### src/rtl/mem_bus_initiator_pkg.sv
// Shared bus definitions: packet type, payload and physical address types, memory bound.
// Imported by the bus initiator and its optional read-timeout counter.
package mem_bus_initiator_pkg;

   localparam int PHYS_ADDR_W = 64;
   localparam int BUS_SRC_W   = 4;

   typedef enum logic [0:0] {
      bus_write_data = 1'b0,
      bus_read_data  = 1'b1
   } bus_packet_type_t;

   typedef logic [63:0]            bus_packet_payload_t;
   typedef logic [PHYS_ADDR_W-1:0] phys_memory_address_t;

   // One past the last DRAM byte; an 8-byte access must start below END - 8.
   localparam phys_memory_address_t END_MEMORY_ADDRESS = 64'h0000_0000_0010_0000;

   function automatic logic addr_in_range(input phys_memory_address_t addr);
      return addr < (END_MEMORY_ADDRESS - phys_memory_address_t'(8));
   endfunction

endpackage

### src/rtl/mem_bus_initiator_timeout.sv
// Read-response watchdog: counts cycles while enabled, restarting from 0 whenever disabled.
// Flags expiry in the cycle the count reaches LIMIT-1; no backpressure.
module mem_bus_initiator_timeout #(
   parameter int LIMIT = 1024
) (
   input  logic clk,
   input  logic reset_n,
   input  logic enable,
   output logic expired
);

   localparam logic [31:0] LAST = 32'(LIMIT - 1);

   logic [31:0] count;

   always_ff @(posedge clk or negedge reset_n) begin
      if (!reset_n) begin
         count <= '0;
      end else if (enable) begin
         count <= count + 32'd1;
      end else begin
         count <= '0;
      end
   end

   assign expired = enable && (count == LAST);

endmodule

### src/rtl/mem_bus_initiator.sv
// Single-outstanding core->bus requester; read timeout built only with MEM_INITIATOR_TIMEOUT_EN.
// Store completes 3 cycles after handshake; core_req_ready low outside IDLE; bus_req held until accept.
module mem_bus_initiator
   import mem_bus_initiator_pkg::*;
#(
   parameter int SOURCE_ID      = 0,
   parameter int ADDR_W         = 64,
   parameter int SRC_W          = BUS_SRC_W,
   parameter int TIMEOUT_CYCLES = 1024
) (
   input  logic              clk,
   input  logic              reset_n,

   input  logic              core_req_valid,
   output logic              core_req_ready,
   input  logic              core_req_write,
   input  logic [ADDR_W-1:0] core_req_addr,
   input  logic [63:0]       core_req_wdata,

   output logic              core_rsp_valid,
   output logic [63:0]       core_rsp_rdata,
   output logic              core_rsp_err,

   output logic              bus_req_busy,
   input  logic              bus_req_accept,
   output bus_packet_type_t  bus_req_type,
   output logic [ADDR_W-1:0] bus_req_addr,
   output logic [63:0]       bus_req_payload,
   output logic [SRC_W-1:0]  bus_req_source,

   input  logic              bus_rsp_valid,
   input  logic [63:0]       bus_rsp_payload,
   input  logic [SRC_W-1:0]  bus_rsp_dest
);

   localparam logic [SRC_W-1:0] SRC_ID = SRC_W'(SOURCE_ID);

   typedef enum logic [1:0] {
      IDLE,
      ISSUE,
      WAIT_READ,
      RESPOND
   } state_t;

   state_t              state;
   logic                done_err;
   bus_packet_payload_t done_data;
   logic                rsp_match;
   logic                timeout_hit;

   assign rsp_match      = bus_rsp_valid && (bus_rsp_dest == SRC_ID);
   assign core_req_ready = (state == IDLE);
   assign bus_req_source = SRC_ID;

`ifdef MEM_INITIATOR_TIMEOUT_EN
   mem_bus_initiator_timeout #(
      .LIMIT   (TIMEOUT_CYCLES)
   ) u_timeout (
      .clk     (clk),
      .reset_n (reset_n),
      .enable  (state == WAIT_READ),
      .expired (timeout_hit)
   );
`else
   assign timeout_hit = 1'b0;
`endif

   always_ff @(posedge clk or negedge reset_n) begin
      if (!reset_n) begin
         state           <= IDLE;
         done_err        <= 1'b0;
         done_data       <= '0;
         core_rsp_valid  <= 1'b0;
         core_rsp_rdata  <= '0;
         core_rsp_err    <= 1'b0;
         bus_req_busy    <= 1'b0;
         bus_req_type    <= bus_write_data;
         bus_req_addr    <= '0;
         bus_req_payload <= '0;
      end else begin
         // Completion outputs are only meaningful in the single valid cycle.
         core_rsp_valid <= 1'b0;
         core_rsp_rdata <= '0;
         core_rsp_err   <= 1'b0;

         case (state)
            IDLE: begin
               if (core_req_valid) begin
                  if (addr_in_range(phys_memory_address_t'(core_req_addr))) begin
                     bus_req_type    <= core_req_write ? bus_write_data : bus_read_data;
                     bus_req_addr    <= core_req_addr;
                     bus_req_payload <= core_req_write ? core_req_wdata : 64'd0;
                     bus_req_busy    <= 1'b1;
                     state           <= ISSUE;
                  end else begin
                     done_err  <= 1'b1;
                     done_data <= '0;
                     state     <= RESPOND;
                  end
               end
            end

            ISSUE: begin
               if (bus_req_accept) begin
                  bus_req_busy <= 1'b0;
                  done_err     <= 1'b0;
                  if (bus_req_type == bus_write_data) begin
                     done_data <= '0;
                     state     <= RESPOND;
                  end else if (rsp_match) begin
                     done_data <= bus_rsp_payload;
                     state     <= RESPOND;
                  end else begin
                     state <= WAIT_READ;
                  end
               end
            end

            WAIT_READ: begin
               // A matching response in the expiry cycle takes priority.
               if (rsp_match) begin
                  done_err  <= 1'b0;
                  done_data <= bus_rsp_payload;
                  state     <= RESPOND;
               end else if (timeout_hit) begin
                  done_err  <= 1'b1;
                  done_data <= '0;
                  state     <= RESPOND;
               end
            end

            RESPOND: begin
               core_rsp_valid <= 1'b1;
               core_rsp_err   <= done_err;
               core_rsp_rdata <= done_data;
               state          <= IDLE;
            end

            default: state <= IDLE;
         endcase
      end
   end

endmodule
### config.mk
export PLATFORM = sky130hd
export DESIGN_NAME = mem_bus_initiator
export DESIGN_NICKNAME = d
export VERILOG_FILES = /design/src/rtl/mem_bus_initiator_pkg.sv /design/src/rtl/mem_bus_initiator_timeout.sv /design/src/rtl/mem_bus_initiator.sv
export SDC_FILE = /design/constraint.sdc
export NUM_CORES = 1
export LEC_CHECK = 0
export CAP_MARGIN = 20
export CORE_UTILIZATION = 39
export DETAILED_ROUTE_END_ITERATION = 16
export GPL_TIMING_DRIVEN = 0
export PLACE_DENSITY = 0.76
export SYNTH_ARGS = -nofsm -noshare
export SYNTH_HDL_FRONTEND = slang
export SYNTH_SLANG_ARGS = --single-unit
### constraint.sdc
create_clock -name clk -period 1.9 [get_ports clk]
set_input_delay 0.285 -clock clk [delete_from_list [all_inputs] [get_ports clk]]
set_output_delay 0.285 -clock clk [all_outputs]
set_load 0.03 [all_outputs]
==> results of run 1 <==
-- flip-flops by register name, summed over array words and instances, names as in the netlist --
register / count
core_rsp_err: 1
bus_req_busy: 1
bus_req_payload: 64
bus_req_type: 1
bus_req_addr: 64
core_rsp_rdata: 64
state: 2
core_rsp_valid: 1
done_data: 64
done_err: 1
-- cell families (layout without fill, tap and decap cells) --
family          Yosys count  count (layout)  synth area share
flops                   263             263             0.663
simple gates            208             208             0.114
buf+inv                 116             591            0.0540
mux                      86              86            0.0896
compound gates           80              80            0.0741
fa+ha+maj                 4               4           0.00504
other cells               1               5          0.000378
-- what timing repair did --
item,CTS,global route
buffers inserted,12,6
setup endpoints to repair,198,221
pin swaps,14,7
hold buffers,1,0
gates cloned,1,3
resized for setup,40,122
endpoints found under the hold margin,88,0
-- how the worst max path moves through the flow --
stage          depth (start not counted)                            to  slack, ps
3_3_place_gp                           1  bus_req_addr[20]$_DFFE_PN0P_     -10730
4_1_cts                                9      done_data[9]$_DFFE_PN0P_       -100
6_report                               9      done_data[9]$_DFFE_PN0P_       -120
3_5_place_dp                           7     done_data[12]$_DFFE_PN0P_       -840
5_1_grt                                9      done_data[9]$_DFFE_PN0P_       -200
2_1_floorplan                          8     done_data[10]$_DFFE_PN0P_       -230
-- cell type report --
type | count | area [µm²]
antenna | 1 | 2.50
buffer | 45 | 445
clock buffer | 44 | 882
clock inverter | 9 | 129
fill | 1936 | 9090
inverter | 71 | 267
multi-input combinational | 382 | 2890
sequential | 263 | 6580
tap | 330 | 413
timing repair buffer | 422 | 4410
-- layer usage --
metal,vias up,GRT usage,routed length (µm)
met5,-,0,0
met4,0,0.0780,820
met3,51,0.0413,1640
met2,264,0.372,14600
met1,3623,0.256,11100
li1,3414,-,-
-- critical path, stage by stage (launching register included) --
cell and delay, ps:
dfrtp_1 420, inv_2 70, ha_4 170, clkbuf_16 150
a211oi_4 240, buf_4 160, o311ai_4 110, buf_12 180
buf_8 150, a22o_1 230
-- layout by cell type, fill, tap and decap left out, drive strengths merged, types with 2 or more instances in the layout --
cell type	n
clkinv	4
nor4	12
clkdlybuf4s50	309
clkinvlp	2
and2	109
o311ai	2
a41oi	2
nand4	6
a22o	64
nand2	71
inv	71
clkbuf	61
dfrtp	263
a21oi	2
mux2	20
mux2i	66
dlymetal6s2s	63
bufinv	3
ha	4
nor2	4
dlygate4sd2	23
conb	4
nor2b	2
buf	53
-- power groups by stage --
stage	Sequential [mW]	Combinational, mW	Clock, mW
after floorplan	5.94	1.33	0
after global placement	5.89	2.44	0
after detailed placement	5.89	2.49	0
after CTS	5.78	3.08	5.95
after global routing	5.79	3.30	6.21
final	5.78	3.08	5.81
-- per-stage QoR --
stage                      util  TNS (ps)  area (µm²)
after detailed placement  0.575   -136030       14400
after floorplan               -    -14450       10000
final                     0.638     -5440       16000
after global placement    0.573  -2946930       14400
after CTS                 0.623     -3540       15600
after global routing      0.638    -13920       16000
==> impl_metrics.tcl, run 1 <==
set metrics [dict create \
    outcome "finished, violations left" \
    violations "negative setup slack" \
    rsz0062_at_grt "yes" \
    ios 403 \
    power_leakage_nw 8.62 \
    synth_area_um2 9930 \
    vias 7352 \
    grt_start_max_net_pins 95 \
    skew_ps 8.22 \
    core_area_um2 25100 \
    synth_cell_type_count 38 \
    dieArea_um2 26100 \
    antenna_left 0 \
    setup_violations 63 \
    finalNonFillerCells 1567 \
    min_from "core_req_write" \
    required_ps 2310 \
    io_buffers 397 \
    nets 1420 \
    total_power_mw 14.7 \
    relSlewSlack 0.560 \
    synth_top_cell_area_share 0.663 \
    drc_errors 0 \
    synth-edff-count 0 \
    htreeDepth 1 \
    ys_top_cells_by_area "dfrtp_1 (66%), and2_1 (6.9%), mux2i_1 (6.7%)" \
    clockBufferDepth 3 \
    min_to "bus_req_payload[10]$_DFFE_PN0P_" \
    startpoint_type "flop" \
    ys_seq_area_frac 0.663 \
    synth-async-reset-ratio 1.00 \
    cts_root_buf "clkbuf_16" \
    dp_slack_ps -841 \
    seq_power_share 0.394 \
    r2r-start "state[0]$_DFFE_PN0P_" \
    ys_warn_count 0 \
    yosys-top-cells-count "dfrtp_1 (263), and2_1 (109), inv_1 (71), nand2_1 (71), mux2i_1 (66)" \
    rows 58 \
    clk_latency_ps 530 \
    startpoint "state[0]$_DFFE_PN0P_" \
    fin_ws_ps -124 \
    grt_pass1_wl_um 42900 \
    dp_cells 1490 \
    combinationalPowerShare 0.210 \
    synth_area_leader_cell "dfrtp_1" \
    wirelength_um 28100 \
    finalMaxSlewViolations 0 \
    maxCapViolations 0 \
    hold_class "in -> reg" \
    p_int_mw 10.8 \
    worst_pin_slew_ps 660 \
    worstReg2RegEnd "done_data[9]$_DFFE_PN0P_" \
    overflow 0 \
    rrSetupSlack_ps -120 \
    area_growth_pct 61.3 \
    synth_ff_type "dfrtp_1" \
    critPathMaxFanout 10 \
    endpoint_kind "flop" \
    ys_ff_latch 263 \
    hold_ws_ps 147 \
    drive_gt1_frac 0.117 \
    fmax_mhz 494 \
    clkSinkCount 263 \
    worstSetupPathType "reg -> reg" \
    grt_pass1_vias 7878 \
    period_minus_slack_ps 2020 \
    die_height_um 162 \
    dr.pass1.iters 4 \
    synth_most_common_cell "dfrtp_1" \
    grt_usage 0.211 \
    hold-path-cell-count 3 \
    antenna_found_initial 1 \
    die_x_um 162 \
    clock_power_share 0.396 \
    dp_hpwl_um 19900 \
    syn_avg_cell_area_um2 13.1 \
    cts_buffers 29 \
    sw_frac_of_total 0.264 \
    reg2reg_depth 9 \
    p_per_area_nw_per_um2 916 \
    syn_inst 758 \
    hold_violations 0 \
    cts_tree "done" \
    drtIter0Drc 495 \
    cp.arrival_ps 2430 \
    vdd.ir_drop.worst_mv 0.765 \
    viasPerCell 4.69 \
    switchingPower_mw 3.87 \
    start_util 0.396 \
    routabilityCongestion 0.868 \
    min_period_over_period 1.07 \
    wl_per_cell_um 17.9 \
    path_clk_slew_ps 60 \
]
No activity file was read; power rests on OpenSTA's default activity.
==> run 2, diff against run 1 <==
REMOVE_ABC_BUFFERS = 1   (was not set)
==> run 2 against run 1 <==
The run still ends with negative setup slack left. Critical endpoint is now done_data[20]$_DFFE_PN0P_. Combinational power up 9.4%. Global-route usage fell by 0.56 points. Final cell count fell by 1.4%. Via count down 0.29%.
==> impl_metrics.tcl, run 2 (synthesized netlist as in run 1, its figures left out) <==
set metrics [dict create \
    outcome "finished, violations left" \
    violations "negative setup slack" \
    finalMaxSlewViolations 0 \
    dr.pass1.iters 6 \
    rrSetupSlack_ps -170 \
    dp_hpwl_um 18400 \
    setup_violations 64 \
    antenna_found_initial 1 \
    fin_ws_ps -170 \
    layout_common_cells "clkdlybuf4s50_1 (356), dfrtp_1 (262), and2_1 (109)" \
    worstSetupPathType "reg -> reg" \
    cts_buffers 28 \
    rows 58 \
    nets 1399 \
    fill_cells 1840 \
    clockBufferDepth 3 \
    grt_pass1_wl_um 41800 \
    mostFrequentLayoutCell "clkdlybuf4s50_1" \
    power_leakage_nw 8.26 \
    cp.arrival_ps 2480 \
    worstReg2RegEnd "done_data[20]$_DFFE_PN0P_" \
    endpoint_kind "flop" \
    cts_root_buf "clkbuf_16" \
    final_cell_area_um2 16100 \
    clk_latency_ps 530 \
    startpoint_type "flop" \
    start_util 0.396 \
    io_buffers 398 \
    skew_ps 13.0 \
    hold_ws_ps 175 \
    wl_per_cell_um 17.7 \
    htreeDepth 1 \
    critPathBufInv 5 \
    core_area_um2 25100 \
    drive_gt1_frac 0.126 \
    clkSinkCount 263 \
    p_per_area_nw_per_um2 938 \
    crit_path_frequent_cell "buf_12" \
    dp_cells 1463 \
    min_period_over_period 1.09 \
    total_power_mw 15.1 \
    path_clk_slew_ps 60 \
    maxCapViolations 0 \
    grt_start_max_net_pins 124 \
    period_minus_slack_ps 2070 \
    path_cells "buf_6 > ha_4 > a211oi_4 > buf_4 > o311ai_4 > buf_12 > buf_16 > buf_12 > a22o_1" \
    tns_ps -6030 \
    ios 403 \
    area_growth_pct 61.6 \
    grtUsageMet1 0.232 \
    reg2reg_depth 9 \
    rsz0062_at_grt "yes" \
    dpl-instance-area_um2 14400 \
    viasPerCell 4.74 \
    hold_violations 0 \
    grt_pass1_vias 7621 \
    hold_class "in -> async" \
    critPathMaxFanout 22 \
    required_ps 2310 \
    wirelength_um 27400 \
    use_met2 0.351 \
    r2r-start "state[0]$_DFFE_PN0P_" \
    die_height_um 162 \
    cts_tree "done" \
    antenna_left 0 \
    dieArea_um2 26100 \
    overflow 0 \
    worst_pin_slew_ps 617 \
    vdd.ir_drop.worst_mv 0.948 \
    routabilityCongestion 0.773 \
    finalNonFillerCells 1545 \
    grt_usage 0.205 \
    grt-busiest-layer "met2" \
    vias 7331 \
    max_stage_delay_ps 460 \
    cp_top_family "buffers and inverters" \
    drc_errors 0 \
    drtIter0Drc 312 \
    worst_path_max_delay_cell "dfrtp_2" \
    die_x_um 162 \
    use_met3 0.0814 \
    fmax_mhz 483 \
    relSlewSlack 0.589 \
]
[run 2: cell count changes in the layout (fill, tap and decap cells not counted), sizes merged]
cell and delta:
dlygate4sd2 -12, clkbuf -26, clkdlybuf4s15 -1, clkinvlp +3, buf -4, dlymetal6s2s -35
bufinv +2, clkinv +3, bufbuf +1, clkdlybuf4s50 +47
[run 2: how the worst max path moves through the flow]
stage / startpoint / to / slack [ps] / cells after the start
floorplan: state[0]$_DFFE_PN0P_ / bus_req_addr[0]$_DFFE_PN0P_ / -4570 / 4
global placement: reset_n / bus_req_payload[27]$_DFFE_PN0P_ / -10760 / 1
detailed placement: core_req_addr[43] / bus_req_payload[27]$_DFFE_PN0P_ / -1350 / 10
CTS: state[1]$_DFFE_PN0P_ / done_data[20]$_DFFE_PN0P_ / -170 / 10
global route: state[1]$_DFFE_PN0P_ / done_data[28]$_DFFE_PN0P_ / -250 / 10
finish: state[0]$_DFFE_PN0P_ / done_data[20]$_DFFE_PN0P_ / -170 / 9
[run 2: where the power goes]
part	internal [mW]	switching (mW)	leakage [nW]
sequential	5.72	0.0783	3.33
combinational	1.74	1.63	4.45
clock	3.63	2.26	0.487
total	11.1	3.96	8.26
[run 2: cell type report]
cell class	instances	area (µm²)	area share
Timing Repair Buffer	447	4790	0.299
Clock inverter	17	238	0.0148
Sequential cell	263	6580	0.410
Tap cell	330	413	0.0257
Clock buffer	34	785	0.0489
Inverter	71	267	0.0166
Multi-Input combinational cell	382	2980	0.185
Antenna cell	1	2.50	0.000156
[run 2: layer usage]
layer  share of wire  wire, µm
met3            0.11      2920
met4           0.029       805
met5               0         0
met2            0.49     13500
met1            0.37     10200
[run 2: per-stage QoR]
stage,util,setup WS [ps]
global placement,0.560,-10760
detailed placement,0.574,-1350
global route,0.639,-249
floorplan,-,-4570
CTS,0.632,-165
finish,0.639,-170
[run 2: timing repair]
action,4_1_cts,5_1_grt
resized for setup,53,42
gates cloned,5,1
setup endpoints to repair,205,184
hold buffers,1,0
pin swaps,17,36
buffers inserted,21,6
hold endpoints to repair,146,0
